[config.mk]
export PLATFORM = sky130hd
export DESIGN_NAME = fact_initiator
export DESIGN_NICKNAME = d
export VERILOG_FILES = /design/src/rtl/fact_pkg.sv /design/src/rtl/fact_init_timer.sv /design/src/rtl/fact_initiator.sv
export SDC_FILE = /design/constraint.sdc
export NUM_CORES = 1
export LEC_CHECK = 0
export BUFFER_PORTS_ARGS = -buffer_cell sky130_fd_sc_hd__buf_2
export CAP_MARGIN = 20
export CORE_UTILIZATION = 44
export DETAILED_ROUTE_END_ITERATION = 12
export PLACE_DENSITY = 0.88
export SLEW_MARGIN = 20
export SYNTH_ARGS = -nofsm -noshare
export SYNTH_HDL_FRONTEND = slang
export SYNTH_SLANG_ARGS = --single-unit
[constraint.sdc]
create_clock -name Clk -period 1.8 [get_ports Clk]
set_input_delay 0.27 -clock Clk [delete_from_list [all_inputs] [get_ports Clk]]
set_output_delay 0.27 -clock Clk [all_outputs]
set_load 0.005 [all_outputs]
[src/rtl/fact_pkg.sv]
// Shared types and register map for the factorial accelerator initiator.
package fact_pkg;

  typedef enum logic [2:0] {
    IDLE,
    WR_N,
    WR_GO1,
    WR_GO0,
    HOLD,
    POLL,
    RD_RES,
    FIN
  } state_t;

  localparam logic [1:0] ADDR_N   = 2'd0;
  localparam logic [1:0] ADDR_GO  = 2'd1;
  localparam logic [1:0] ADDR_ST  = 2'd2;
  localparam logic [1:0] ADDR_RES = 2'd3;

  localparam int unsigned ST_DONE = 0;
  localparam int unsigned ST_ERR  = 1;

endpackage

[src/rtl/fact_init_timer.sv]
// Poll-cycle counter; flags expiry once TIMEOUT polls have been spent.
module fact_init_timer #(
  parameter int unsigned TIMEOUT = 1024
) (
  input  logic Clk,
  input  logic Rst,
  input  logic clr,
  input  logic en,
  output logic expired_c
);

  localparam int unsigned CW = (TIMEOUT > 1) ? $clog2(TIMEOUT) : 1;

  logic [CW-1:0] cnt_q;

  // Saturates at TIMEOUT-1 so a stalled FSM never wraps the count.
  always_ff @(posedge Clk or posedge Rst) begin
    if (Rst) begin
      cnt_q <= '0;
    end else if (clr) begin
      cnt_q <= '0;
    end else if (en && !expired_c) begin
      cnt_q <= cnt_q + CW'(1);
    end
  end

  assign expired_c = (cnt_q == CW'(TIMEOUT - 1));

endmodule

[src/rtl/fact_initiator.sv]
// Host-side initiator: writes N, pulses Go, polls status, returns the result.
// Optional poll timeout is compiled in with FACT_INIT_TIMEOUT_EN.
module fact_initiator
  import fact_pkg::*;
#(
  parameter int unsigned W  = 32,
  parameter int unsigned NW = 4
`ifdef FACT_INIT_TIMEOUT_EN
  ,
  parameter int unsigned TIMEOUT = 1024
`endif
) (
  input  logic          Clk,
  input  logic          Rst,
  input  logic          Req,
  input  logic [NW-1:0] N_In,
  output logic          Busy,
  output logic          Valid,
  output logic [W-1:0]  Result,
  output logic          Err_Out,
  output logic [1:0]    A,
  output logic          WE,
  output logic [W-1:0]  WD,
  input  logic [W-1:0]  RD
);

  state_t        state_q, state_d;
  logic [NW-1:0] n_q, n_d;
  logic [W-1:0]  result_d, wd_d;
  logic          err_d, valid_d, busy_d, we_d;
  logic [1:0]    a_d;
  logic          timeout_c;

`ifdef FACT_INIT_TIMEOUT_EN
  fact_init_timer #(
    .TIMEOUT (TIMEOUT)
  ) u_timer (
    .Clk       (Clk),
    .Rst       (Rst),
    .clr       (state_q != POLL),
    .en        (state_q == POLL),
    .expired_c (timeout_c)
  );
`else
  assign timeout_c = 1'b0;
`endif

  always_ff @(posedge Clk or posedge Rst) begin
    if (Rst) begin
      state_q <= IDLE;
    end else begin
      state_q <= state_d;
    end
  end

  // Next state, captured operand/result, and bus outputs decoded from the next state
  always_comb begin
    state_d  = state_q;
    n_d      = n_q;
    result_d = Result;
    err_d    = Err_Out;
    a_d      = A;
    we_d     = 1'b0;
    wd_d     = WD;

    case (state_q)
      IDLE: begin
        if (Req) begin
          n_d     = N_In;
          state_d = WR_N;
        end
      end
      WR_N:   state_d = WR_GO1;
      WR_GO1: state_d = WR_GO0;
      WR_GO0: state_d = HOLD;
      HOLD:   state_d = POLL;
      POLL: begin
        if (RD[ST_ERR]) begin
          err_d    = 1'b1;
          result_d = '0;
          state_d  = FIN;
        end else if (RD[ST_DONE]) begin
          state_d = RD_RES;
        end else if (timeout_c) begin
          err_d    = 1'b1;
          result_d = '1;
          state_d  = FIN;
        end
      end
      RD_RES: begin
        result_d = RD;
        err_d    = 1'b0;
        state_d  = FIN;
      end
      FIN:     state_d = IDLE;
      default: state_d = IDLE;
    endcase

    case (state_d)
      WR_N: begin
        a_d  = ADDR_N;
        we_d = 1'b1;
        wd_d = W'(n_d);
      end
      WR_GO1: begin
        a_d  = ADDR_GO;
        we_d = 1'b1;
        wd_d = W'(1);
      end
      WR_GO0: begin
        a_d  = ADDR_GO;
        we_d = 1'b1;
        wd_d = '0;
      end
      HOLD, POLL: a_d = ADDR_ST;
      RD_RES:     a_d = ADDR_RES;
      default:    a_d = A;
    endcase

    valid_d = (state_d == FIN);
    busy_d  = (state_d != IDLE);
  end

  always_ff @(posedge Clk or posedge Rst) begin
    if (Rst) begin
      n_q     <= '0;
      Busy    <= 1'b0;
      Valid   <= 1'b0;
      Result  <= '0;
      Err_Out <= 1'b0;
      A       <= '0;
      WE      <= 1'b0;
      WD      <= '0;
    end else begin
      n_q     <= n_d;
      Busy    <= busy_d;
      Valid   <= valid_d;
      Result  <= result_d;
      Err_Out <= err_d;
      A       <= a_d;
      WE      <= we_d;
      WD      <= wd_d;
    end
  end

endmodule

### Word-level counts from Yosys, hierarchy flattened

Cells that the tools add are included.

* register bits: 77
* output and inout bits: 70
* word-level logic and storage cells: 46

* eq/ne operators: 15
* multiplexer cells: 13
* reductions and logical operators: 9

Operators by type and width (number)
* one-hot mux 32 bit (3 select lines): 1
* one-hot mux 32 bit (2 select lines): 1
* two-way mux 32 bit: 1
* == test 3 bit (second input constant): 8
* one-hot mux 3 bit (8 select lines): 1
* == test 3 x 2 -> 1 bit (second input constant): 4
* two-way mux 3 bit: 3
* two-way mux 4 bit: 2
* one-hot mux 2 bit (4 select lines): 1
* == test 3 x 1 -> 1 bit (second input constant): 2
* nonzero test 3 bit: 2
* nonzero test 4 bit: 1
* OR reduction 2 bit: 2
* logical NOT 3 bit: 1
* OR reduction 3 bit: 1
* two-way mux 1 bit: 2
* != test 2 bit (second input constant): 1
* one-hot mux 1 bit (2 select lines): 1
* AND reduction 2 bit: 1
* nonzero test 2 bit: 1

### Logic depth before layout (Yosys ltp)

Gate-level depths: netlist of the first run.

* depth in word-level cells: 6
* gate-level depth with buffers: 5
* gate-level depth less buffers: 3

### Least setup slack after synthesis of the first run

No wires, ideal clock.

* path type: reg-to-reg
* start: register state_q[0]
* end: register A[0]
* library setup time: 124 ps
* arrival time: 1129 ps
* data required time: 1676 ps
* slack: 547 ps
* stages on the path, launching flop included: 6
* buffers on the path: 2
* clock period less this slack: 1253 ps
* path through: dfrtp_1 buf_4 clkbuf_1 o211ai_1 nand3b_1 a211o_1

* longest elaborated chain between the ends: 6

RTL lines
* from (decl): line fact_initiator.sv:27 `state_t state_q, state_d;`
* from (signal assigned): line fact_initiator.sv:52 `state_q <= state_d;`
* two-way mux 3 bit: line fact_initiator.sv:82 `end else if (RD[ST_DONE]) begin`
* two-way mux 3 bit: line fact_initiator.sv:78 `if (RD[ST_ERR]) begin`
* one-hot mux 3 bit (8 select lines) *: line fact_initiator.sv:66 `case (state_q)`
* == test 3 bit / == test 3 x 2 -> 1 bit (equally long branches): line fact_initiator.sv:99 `case (state_d)`
* OR reduction 2 bit (on tied branches)
* one-hot mux 2 bit (4 select lines) / nonzero test 4 bit (equally long branches)
* to (signal assigned): line fact_initiator.sv:131 `A <= '0;`
* to (signal assigned): line fact_initiator.sv:140 `A <= a_d;`
* to (decl): line fact_initiator.sv:21 `output logic [1:0] A,`

Mark *: on every way between the ends. The rest lies on a longest branch, timed or not.
A chain may end at the register's enable or synchronous reset.

### Worst setup path in the final report of the first run

* start: register state_q[2]
* end: register Result[3]

* longest elaborated chain between the ends: 3

RTL lines
* == test 3 bit: line fact_initiator.sv:66
* != test 2 bit (no source line) / nonzero test 2 bit (equally long branches)
* AND reduction 2 bit (no source line)
* to (signal assigned): line fact_initiator.sv:138 `Result <= result_d;`
* to (decl): line fact_initiator.sv:19 `output logic [W-1:0] Result,`

Several ways; a longest one is shown, not always the timed one.

==> results of run 1 <==
metrics by stage:
step | hold WS (ns) | utilization [%] | setup WS, ns | total power, mW
after CTS | 0.1759 | 56.74 | 0.3915 | 4.045
after detailed placement | 0.2905 | 54.14 | 0.4174 | 3.305
final | 0.1791 | 56.74 | 0.3842 | 4.005
after global placement | 0.2742 | 54.14 | 0.4598 | 3.247
after global routing | 0.1807 | 56.74 | 0.2979 | 4.302
after floorplan | 0.3868 | - | 0.4706 | 2.749
worst max-delay path: cells and delay by family (launching register included):
family          cells  cell delay [ns]
buf+inv             2             0.33
flops               1             0.56
simple gates        1             0.27
compound gates      1             0.17
kinds of logic after synthesis:
group | after synthesis | share of synthesized area, %
XOR/XNOR | 1 | 0.4359
buffers and inverters | 46 | 15.57
other | 1 | 0.1866
flip-flops | 45 | 56.04
AO/OA/AOI/OAI | 54 | 20.80
AND/OR/NAND/NOR | 20 | 6.974
worst max-delay path by stage:
stage | start | end | slack [ns] | cells after the start
2_1_floorplan | Rst | A[0]$_DFFE_PP0P_ | 0.47 | 1
3_3_place_gp | state_q[0]$_DFF_PP0_ | A[0]$_DFFE_PP0P_ | 0.46 | 4
3_5_place_dp | state_q[2]$_DFF_PP0_ | Result[19]$_DFFE_PP0P_ | 0.42 | 4
4_1_cts | state_q[2]$_DFF_PP0_ | Result[30]$_DFFE_PP0P_ | 0.39 | 4
5_1_grt | state_q[2]$_DFF_PP0_ | Result[2]$_DFFE_PP0P_ | 0.30 | 4
6_report | state_q[2]$_DFF_PP0_ | Result[3]$_DFFE_PP0P_ | 0.38 | 4
power groups by stage:
stage                     combinational, mW  sequential [mW]  clock (mW)
final                                  1.59             1.69       0.724
after detailed placement               1.61             1.70           0
after global placement                 1.55             1.70           0
after floorplan                        1.08             1.67           0
after global routing                   1.77             1.74       0.791
after CTS                              1.62             1.68       0.745
repair_timing:
action | 4_1_cts | 5_1_grt
endpoints found under the hold margin | 16 | 0
hold buffers | 1 | 0
resized for setup | 0 | 0
buffers inserted | 0 | 0
cells in the mapped netlist (2+ instances only):
cell type	instances	share of area (%)
clkbuf_1	2	0.37
a21oi_1	4	1.0
inv_1	6	1.1
a31oi_1	2	0.62
buf_2	4	1.0
nand2_1	5	0.93
buf_4	30	11
nor3_1	2	0.50
nor2b_1	2	0.62
nor2_1	2	0.37
o21ai_0	11	2.7
dfrtp_1	45	56
a22o_1	32	14
buf_6	3	1.7
nand2b_1	2	0.62
nor3b_2	2	1.2
area by class of cell:
cell class | count | area share [%]
Clock buffer | 5 | 2.767
Clock inverter | 2 | 1.408
Inverter | 7 | 1.056
Multi-Input combinational cell | 103 | 27.26
Sequential cell | 45 | 45.27
Tap cell | 52 | 2.616
Timing Repair Buffer | 88 | 19.62
routing by layer:
layer | global-route usage [%] | routed length, µm | vias up
met5 | 0 | 0 | -
met4 | 7.710 | 67 | 0
met3 | 4.506 | 277 | 8
met2 | 23.73 | 1720 | 65
met1 | 24.01 | 1858 | 704
li1 | - | - | 700
placed cells by master, fill, tap and decap left out, types with 2 or more instances in the layout:
master	Yosys	routed
dfrtp_1	45	45
nand2_1	5	5
buf_4	30	5
buf_12	0	2
nor2_1	2	2
nor2b_1	2	2
nand2b_1	2	2
o21ai_0	11	11
a22o_1	32	32
inv_1	6	5
clkbuf_8	0	5
a31oi_1	2	2
nor3_1	2	2
a21oi_1	4	4
inv_2	1	2
buf_2	4	80
conb_1	1	28
sequential cells by signal, summed over array words and instances (netlist names):
| signal | cells |
|---|---|
| A | 2 |
| Busy | 1 |
| Err_Out | 1 |
| Result | 32 |
| Valid | 1 |
| WD | 4 |
| WE | 1 |
| state_q | 3 |
==> impl_metrics.ini, run 1 <==
[setup_path]
startpoint_type = register
r2r_end = Result[3]$_DFFE_PP0P_
cp-end-kind = register
arrival_ns = 1.64
crit_required_ns = 2.02
path_max_fanout = 31
crit_path_cell_trace = inv_2, nor3b_4, buf_12, a22o_1
setup.worst_path.class = register to register
worstReg2RegStart = state_q[2]$_DFF_PP0_
cpMaxStageDelayCell = dfrtp_1
cp_slowest_stage_delay_ns = 0.56
r2r_slack_ns = 0.38
ff2ff_path_depth = 4

[floorplan]
rows = 24
dieArea_um2 = 4841
start_util_pct = 45.83
ios = 109
core_um2 = 4384
dieWidth_um = 69.58
die_h_um = 69.58

[clock_network]
htreeDepth = 2
cts_buffer_depth = 2
clock_latency_ns = 0.29
clock-sinks = 45
cts_buffers = 5
cts.reportedPaths.clkPinSlew_ns = 0.08
cts_tree = done
clock-root-buffer = clkbuf_8

[sta]
period_share_pct = 78.66
post-route-min-period_ns = 1.416
finalClockSkew_ns = 0.004085
rsz0062_at_grt = no
final.setup.tns_ns = 0
finalHoldViolCount = 0
slew_viol_final = 0
fmax_mhz = 706.3
final-setup-viol-count = 0

[outcome]
status = completed

[layout]
final_cell_area_um2 = 2487
syn2layout_area_growth_pct = 23.79
final.fill_count = 374
fin_nets = 289
seq_area_um2 = 1126
multi_input_area_um2 = 678.2
drive_gt1_share_pct = 40.00
diodes = 0
stdcell_count = 302

[min_path]
whs_path_depth = 3
holdCritPathClass = input port to register
hold_end = WD[3]$_DFFE_PP0P_
hp-start = N_In[3]

[route]
totalWireLength_mm = 3.924
drcViolationCount = 0
drtIter0Drc = 31
firstDrtPassIters = 2
avgViaCountPerCell = 4.891
wl_per_cell_um = 12.99
antenna_left = 0
vias = 1477

[power]
clockPowerShare_pct = 18.1
p_sw_mw = 1.347
intPower_mw = 2.657
power_density_nw_per_um2 = 1610
combPwrFrac_pct = 39.8
leakagePower_nw = 1.364
power_frac_seq_pct = 42.1
vdd_drop_max_mv = 0.9778
switching_share_pct = 33.64

[global_route]
antenna_found_initial = 0
gr-total-overflow = 0
grt_max_degree = 32
grt_pass1_wl_mm = 6.368
grt_pass1_vias = 1353
grt_usage_pct = 16.77

[yosys]
yosysWarnings = 0
synth-seq-area-share_pct = 56.04
synthFlopType = dfrtp_1
avgSynthCellArea_um2 = 12.03
synth_edf_count = 0
synth_cell_type_count = 29
syn_inst = 167
syn_area_um2 = 2009
synth_seq_cells = 45
async_reset_ff_share_pct = 100.0

[place]
gp_congestion = 0.7402
dp_hpwl_mm = 2.814
placed_area_um2 = 2374
portBuffers = 80
dpl.cell_count = 294

[job]
drv_cap = 0
Power figures use the tool's default switching activity.
==> run 2: changes to the inputs <==
==> constraint.sdc (replaced) <==
create_clock -name Clk -period 1.4 [get_ports Clk]
set_input_delay 0.21 -clock Clk [delete_from_list [all_inputs] [get_ports Clk]]
set_output_delay 0.21 -clock Clk [all_outputs]
set_load 0.005 [all_outputs]
==> run 2 against run 1 <==
Compared with the run above: register-to-register slack got worse by 0.29 ns; die area unchanged; critical endpoint is now Result[5]$_DFFE_PP0P_; sequential power increased by 26%; fmax increased by 8.7%; worst setup slack got worse by 0.29 ns.
==> impl_metrics.ini, run 2 (synthesis results as in run 1) <==
[setup_path]
startpoint_type = register
crit_required_ns = 1.63
arrival_ns = 1.53
path_max_fanout = 28
worstReg2RegStart = state_q[0]$_DFF_PP0_
startpoint = state_q[0]$_DFF_PP0_
cp-end-kind = register
setup.worst_path.class = register to register
ff2ff_path_depth = 4

[power]
leakagePower_nw = 1.379
vdd_drop_max_mv = 0.7428
power_density_nw_per_um2 = 2049
p_total_mw = 5.140

[clock_network]
cts_buffers = 5
htreeDepth = 2
clock-root-buffer = clkbuf_8
clock_latency_ns = 0.29
cts_buffer_depth = 2
clock-sinks = 45
cts_setup_buffers = 0
cts_tree = done
cts.reportedPaths.clkPinSlew_ns = 0.08

[sta]
rsz0062_at_grt = no
relSlewSlack_pct = 66.70
final-setup-viol-count = 0
period_share_pct = 93.01
finalHoldViolCount = 0
hold_slack_ns = 0.1306
finalClockSkew_ns = 0.005972
slew_viol_final = 0
post-route-min-period_ns = 1.302
worst_pin_slew_ns = 0.4950
final.setup.tns_ns = 0
layout_setup_ws_ns = 0.09788
fmax_mhz = 768.0

[layout]
final_cell_mix = buf_2 (80), dfrtp_1 (45), a22o_1 (32)
fin_nets = 293
layout_commonest_cell = buf_2
top_regs = Result (32), WD (4), state_q (3)
drive_gt1_share_pct = 41.57
syn2layout_area_growth_pct = 24.84
diodes = 0
regMostFlops = Result
stdcell_count = 307
fin_util_pct = 57.22
final_cell_area_um2 = 2509
largest_reg_flops = 32

[place]
gp_congestion = 0.7979
portBuffers = 80
placed_area_um2 = 2404
place_ws_ns = 0.1138
dp_hpwl_mm = 2.862
dpl.cell_count = 298

[floorplan]
rows = 24
start_util_pct = 45.83
core_um2 = 4384
dieWidth_um = 69.58
ios = 109
dieArea_um2 = 4841
die_h_um = 69.58

[route]
drtIter0Drc = 102
wl_per_cell_um = 13.01
totalWireLength_mm = 3.995
avgViaCountPerCell = 4.889
drcViolationCount = 0
antenna_left = 0
vias = 1501
firstDrtPassIters = 4

[min_path]
hp-start = N_In[3]
holdCritPathClass = input port to register
whs_path_depth = 3

[global_route]
antenna_found_initial = 0
grt_pass1_vias = 1332
gr-total-overflow = 0
grt_usage_pct = 16.34
grt_pass1_wl_mm = 6.285
grt_max_degree = 30

[job]
drv_cap = 0

[outcome]
status = completed
run 2: path summary, 6_finish.rpt:
check | endpoint | slack [ns]
max | Result[5]$_DFFE_PP0P_ | 0.1
min | WD[3]$_DFFE_PP0P_ | 0.13
max reg2reg | Result[5]$_DFFE_PP0P_ | 0.1
min reg2reg | Result[6]$_DFFE_PP0P_ | 0.50
max in group asynchronous | Result[19]$_DFFE_PP0P_ | 0.47
min in group asynchronous | WD[2]$_DFFE_PP0P_ | 0.45
run 2: layout make-up:
| cell class | count | area [µm²] |
|---|---|---|
| Clock inverter | 3 | 21.27 |
| Inverter | 7 | 26.28 |
| Sequential cell | 45 | 1126 |
| Timing Repair Buffer | 92 | 518.0 |
| Clock buffer | 5 | 68.82 |
| Tap cell | 52 | 65.06 |
| Multi-Input combinational cell | 103 | 683.2 |
| Fill cell | 399 | 1876 |
run 2: report_power, final:
| group | internal, mW | switching (mW) |
|---|---|---|
| Combinational | 1.15 | 1.06 |
| Sequential | 1.82 | 0.311 |
| Clock | 0.354 | 0.442 |
| Total | 3.33 | 1.81 |
run 2: per-layer routing:
metal  track usage, %  routed length (µm)
met2            23.95                1799
met3            4.506                 246
met5                0                   0
met4            4.082                  30
met1            24.03                1918
run 2: what timing repair did:
item / in CTS / in global routing
endpoints found under the hold margin: 16 / 0
resized for setup: 0 / 1
endpoints found under the setup margin: 0 / 1
hold buffers: 1 / 0
run 2: worst max-delay path, stage by stage (launching register included):
cell and delay, ns:
dfrtp_1 0.47, and2b_1 0.24, o21ai_4 0.18, buf_12 0.19, a22o_1 0.15
==> run 3: changes to the inputs <==
--- a/config.mk
+++ b/config.mk
@@ -5,11 +5,11 @@
 export SDC_FILE = /design/constraint.sdc
 export NUM_CORES = 1
 export LEC_CHECK = 0
-export BUFFER_PORTS_ARGS = -buffer_cell sky130_fd_sc_hd__buf_2
 export CAP_MARGIN = 20
-export CORE_UTILIZATION = 44
+export CORE_UTILIZATION = 60
 export DETAILED_ROUTE_END_ITERATION = 12
-export PLACE_DENSITY = 0.88
+export DONT_BUFFER_PORTS = 1
+export PLACE_DENSITY = 0.85
 export SLEW_MARGIN = 20
 export SYNTH_ARGS = -nofsm -noshare
 export SYNTH_HDL_FRONTEND = slang
==> run 3 against run 2 <==
Compared with the run above: worst setup slack got worse by 0.010 ns; cell count decreased by 18%; wire length increased by 18%; critical path depth unchanged; die area decreased by 26%; fmax decreased by 0.80%; sequential share of layout area increased by 1.3 points; global-route usage increased by 10 points; largest cell class unchanged.
==> impl_metrics.ini, run 3 (synthesis results as in run 1) <==
[setup_path]
crit_path_cell_trace = buf_4, nor3b_4, buf_12, a22o_1
path_delay_family = flip-flops
ff2ff_path_depth = 4
arrival_ns = 1.59
r2r_end = Result[9]$_DFFE_PP0P_
path_max_fanout = 32
worstReg2RegStart = state_q[0]$_DFF_PP0_
setup.worst_path.class = register to register
cp_slowest_stage_delay_ns = 0.42
startpoint_type = register
critPathBufInv = 2
r2r_slack_ns = 0.09
crit_required_ns = 1.68
cpMaxStageDelayCell = dfrtp_1
cp-end-kind = register

[route]
vias = 1418
firstDrtPassIters = 4
drcViolationCount = 0
drtIter0Drc = 89
totalWireLength_mm = 4.715
avgViaCountPerCell = 5.649
antenna_left = 0
wl_per_cell_um = 18.78

[global_route]
antenna_found_initial = 0
grt_pass1_vias = 1299
grt_pass1_wl_mm = 6.762
gr-total-overflow = 0
grt_max_degree = 33
grt_usage_pct = 26.79

[clock_network]
cts.reportedPaths.clkPinSlew_ns = 0.14
clock-root-buffer = clkbuf_4
cts_buffers = 5
clock-sinks = 45
htreeDepth = 2
cts_buffer_depth = 2
cts_setup_buffers = 0
cts_tree = done
clock_latency_ns = 0.35

[layout]
final_cell_mix = dfrtp_1 (44), dlygate4sd3_1 (35), a22o_1 (32)
fin_nets = 245
layout_commonest_cell = dfrtp_1
syn2layout_area_growth_pct = 21.48
top_regs = Result (32), WD (4), state_q (3)
drive_gt1_share_pct = 11.59
stdcell_count = 251
diodes = 0
regMostFlops = Result
final.fill_count = 188
largest_reg_flops = 32

[sta]
final-setup-viol-count = 0
final.setup.tns_ns = 0
finalClockSkew_ns = 0.01245
post-route-min-period_ns = 1.313
fmax_mhz = 761.9
worst_pin_slew_ns = 0.6405
relSlewSlack_pct = 57.03
finalHoldViolCount = 0
period_share_pct = 93.75
slew_viol_final = 0
rsz0062_at_grt = no

[power]
power_density_nw_per_um2 = 2059
leakagePower_nw = 1.169
vdd_drop_max_mv = 1.322

[place]
gp_congestion = 0.8447
dp_hpwl_mm = 2.714
portBuffers = 0
dpl.cell_count = 208

[min_path]
whs_path_depth = 2
hold_end = state_q[0]$_DFF_PP0_
hp-start = Req
holdCritPathClass = input port to register

[floorplan]
dieArea_um2 = 3584
die_h_um = 59.87
ios = 109
core_um2 = 3103
start_util_pct = 64.76
rows = 20
dieWidth_um = 59.87

[job]
drv_cap = 0

[outcome]
status = completed
## run 3: area by class of cell
class	instances	area [µm²]	share of cell area, %
clock buffers	5	37.54	1.538
clock inverters	3	68.82	2.819
inverters	7	26.28	1.076
multi-input cells	103	683.2	27.99
flip-flops and latches	45	1127	46.18
well taps	44	55.05	2.255
repair buffers	44	442.9	18.14
## run 3: stage by stage
stage	hold slack (ns)	setup slack [ns]	instance area, µm²	power (mW)	util (%)
2_1_floorplan	0.3268	0.1306	2111	3.534	-
3_3_place_gp	0.1056	0.1542	1978	3.762	63.75
3_5_place_dp	0.1222	0.09346	1978	3.894	63.75
4_1_cts	0.004457	0.06901	2395	4.950	77.18
5_1_grt	0.01942	0.02765	2441	5.303	78.67
6_report	0.04516	0.08744	2441	5.026	78.67
## run 3: what timing repair did
| action | in CTS | in global routing |
|---|---|---|
| endpoints found under the hold margin | 45 | 4 |
| hold buffers | 31 | 4 |
| resized for setup | 0 | 2 |
| setup endpoints to repair | 0 | 2 |
## run 3: how the worst max path moves through the flow
stage | start | endpoint | slack [ns] | cells after the start
floorplan | Rst | A[0]$_DFFE_PP0P_ | 0.13 | 1
global placement | state_q[1]$_DFF_PP0_ | A[0]$_DFFE_PP0P_ | 0.15 | 4
detailed placement | state_q[2]$_DFF_PP0_ | Result[9]$_DFFE_PP0P_ | 0.09 | 4
CTS | state_q[2]$_DFF_PP0_ | Result[9]$_DFFE_PP0P_ | 0.07 | 4
global route | state_q[0]$_DFF_PP0_ | Result[1]$_DFFE_PP0P_ | 0.03 | 4
finish | state_q[0]$_DFF_PP0_ | Result[9]$_DFFE_PP0P_ | 0.09 | 4
## run 3: power breakdown
group	switching, mW	total [mW]	internal (mW)	leakage (nW)
registers	0.464	2.29	1.83	0.570
clock network	0.422	0.984	0.562	0.0558
logic	0.900	1.75	0.852	0.543
total	1.79	5.03	3.24	1.17
## run 3: per-layer routing
metal,GRT usage (%),vias up,share of wire [%]
met3,8.225,11,8.8
li1,-,612,-
met2,45.71,95,53
met1,31.09,700,36
met5,0,-,0
met4,11.30,0,2.4
## run 3: worst register-to-register path, cell delays in order, from the launching register on
cell,delay [ns]
dfrtp_1,0.42
buf_4,0.18
nor3b_4,0.21
buf_12,0.21
a22o_1,0.21
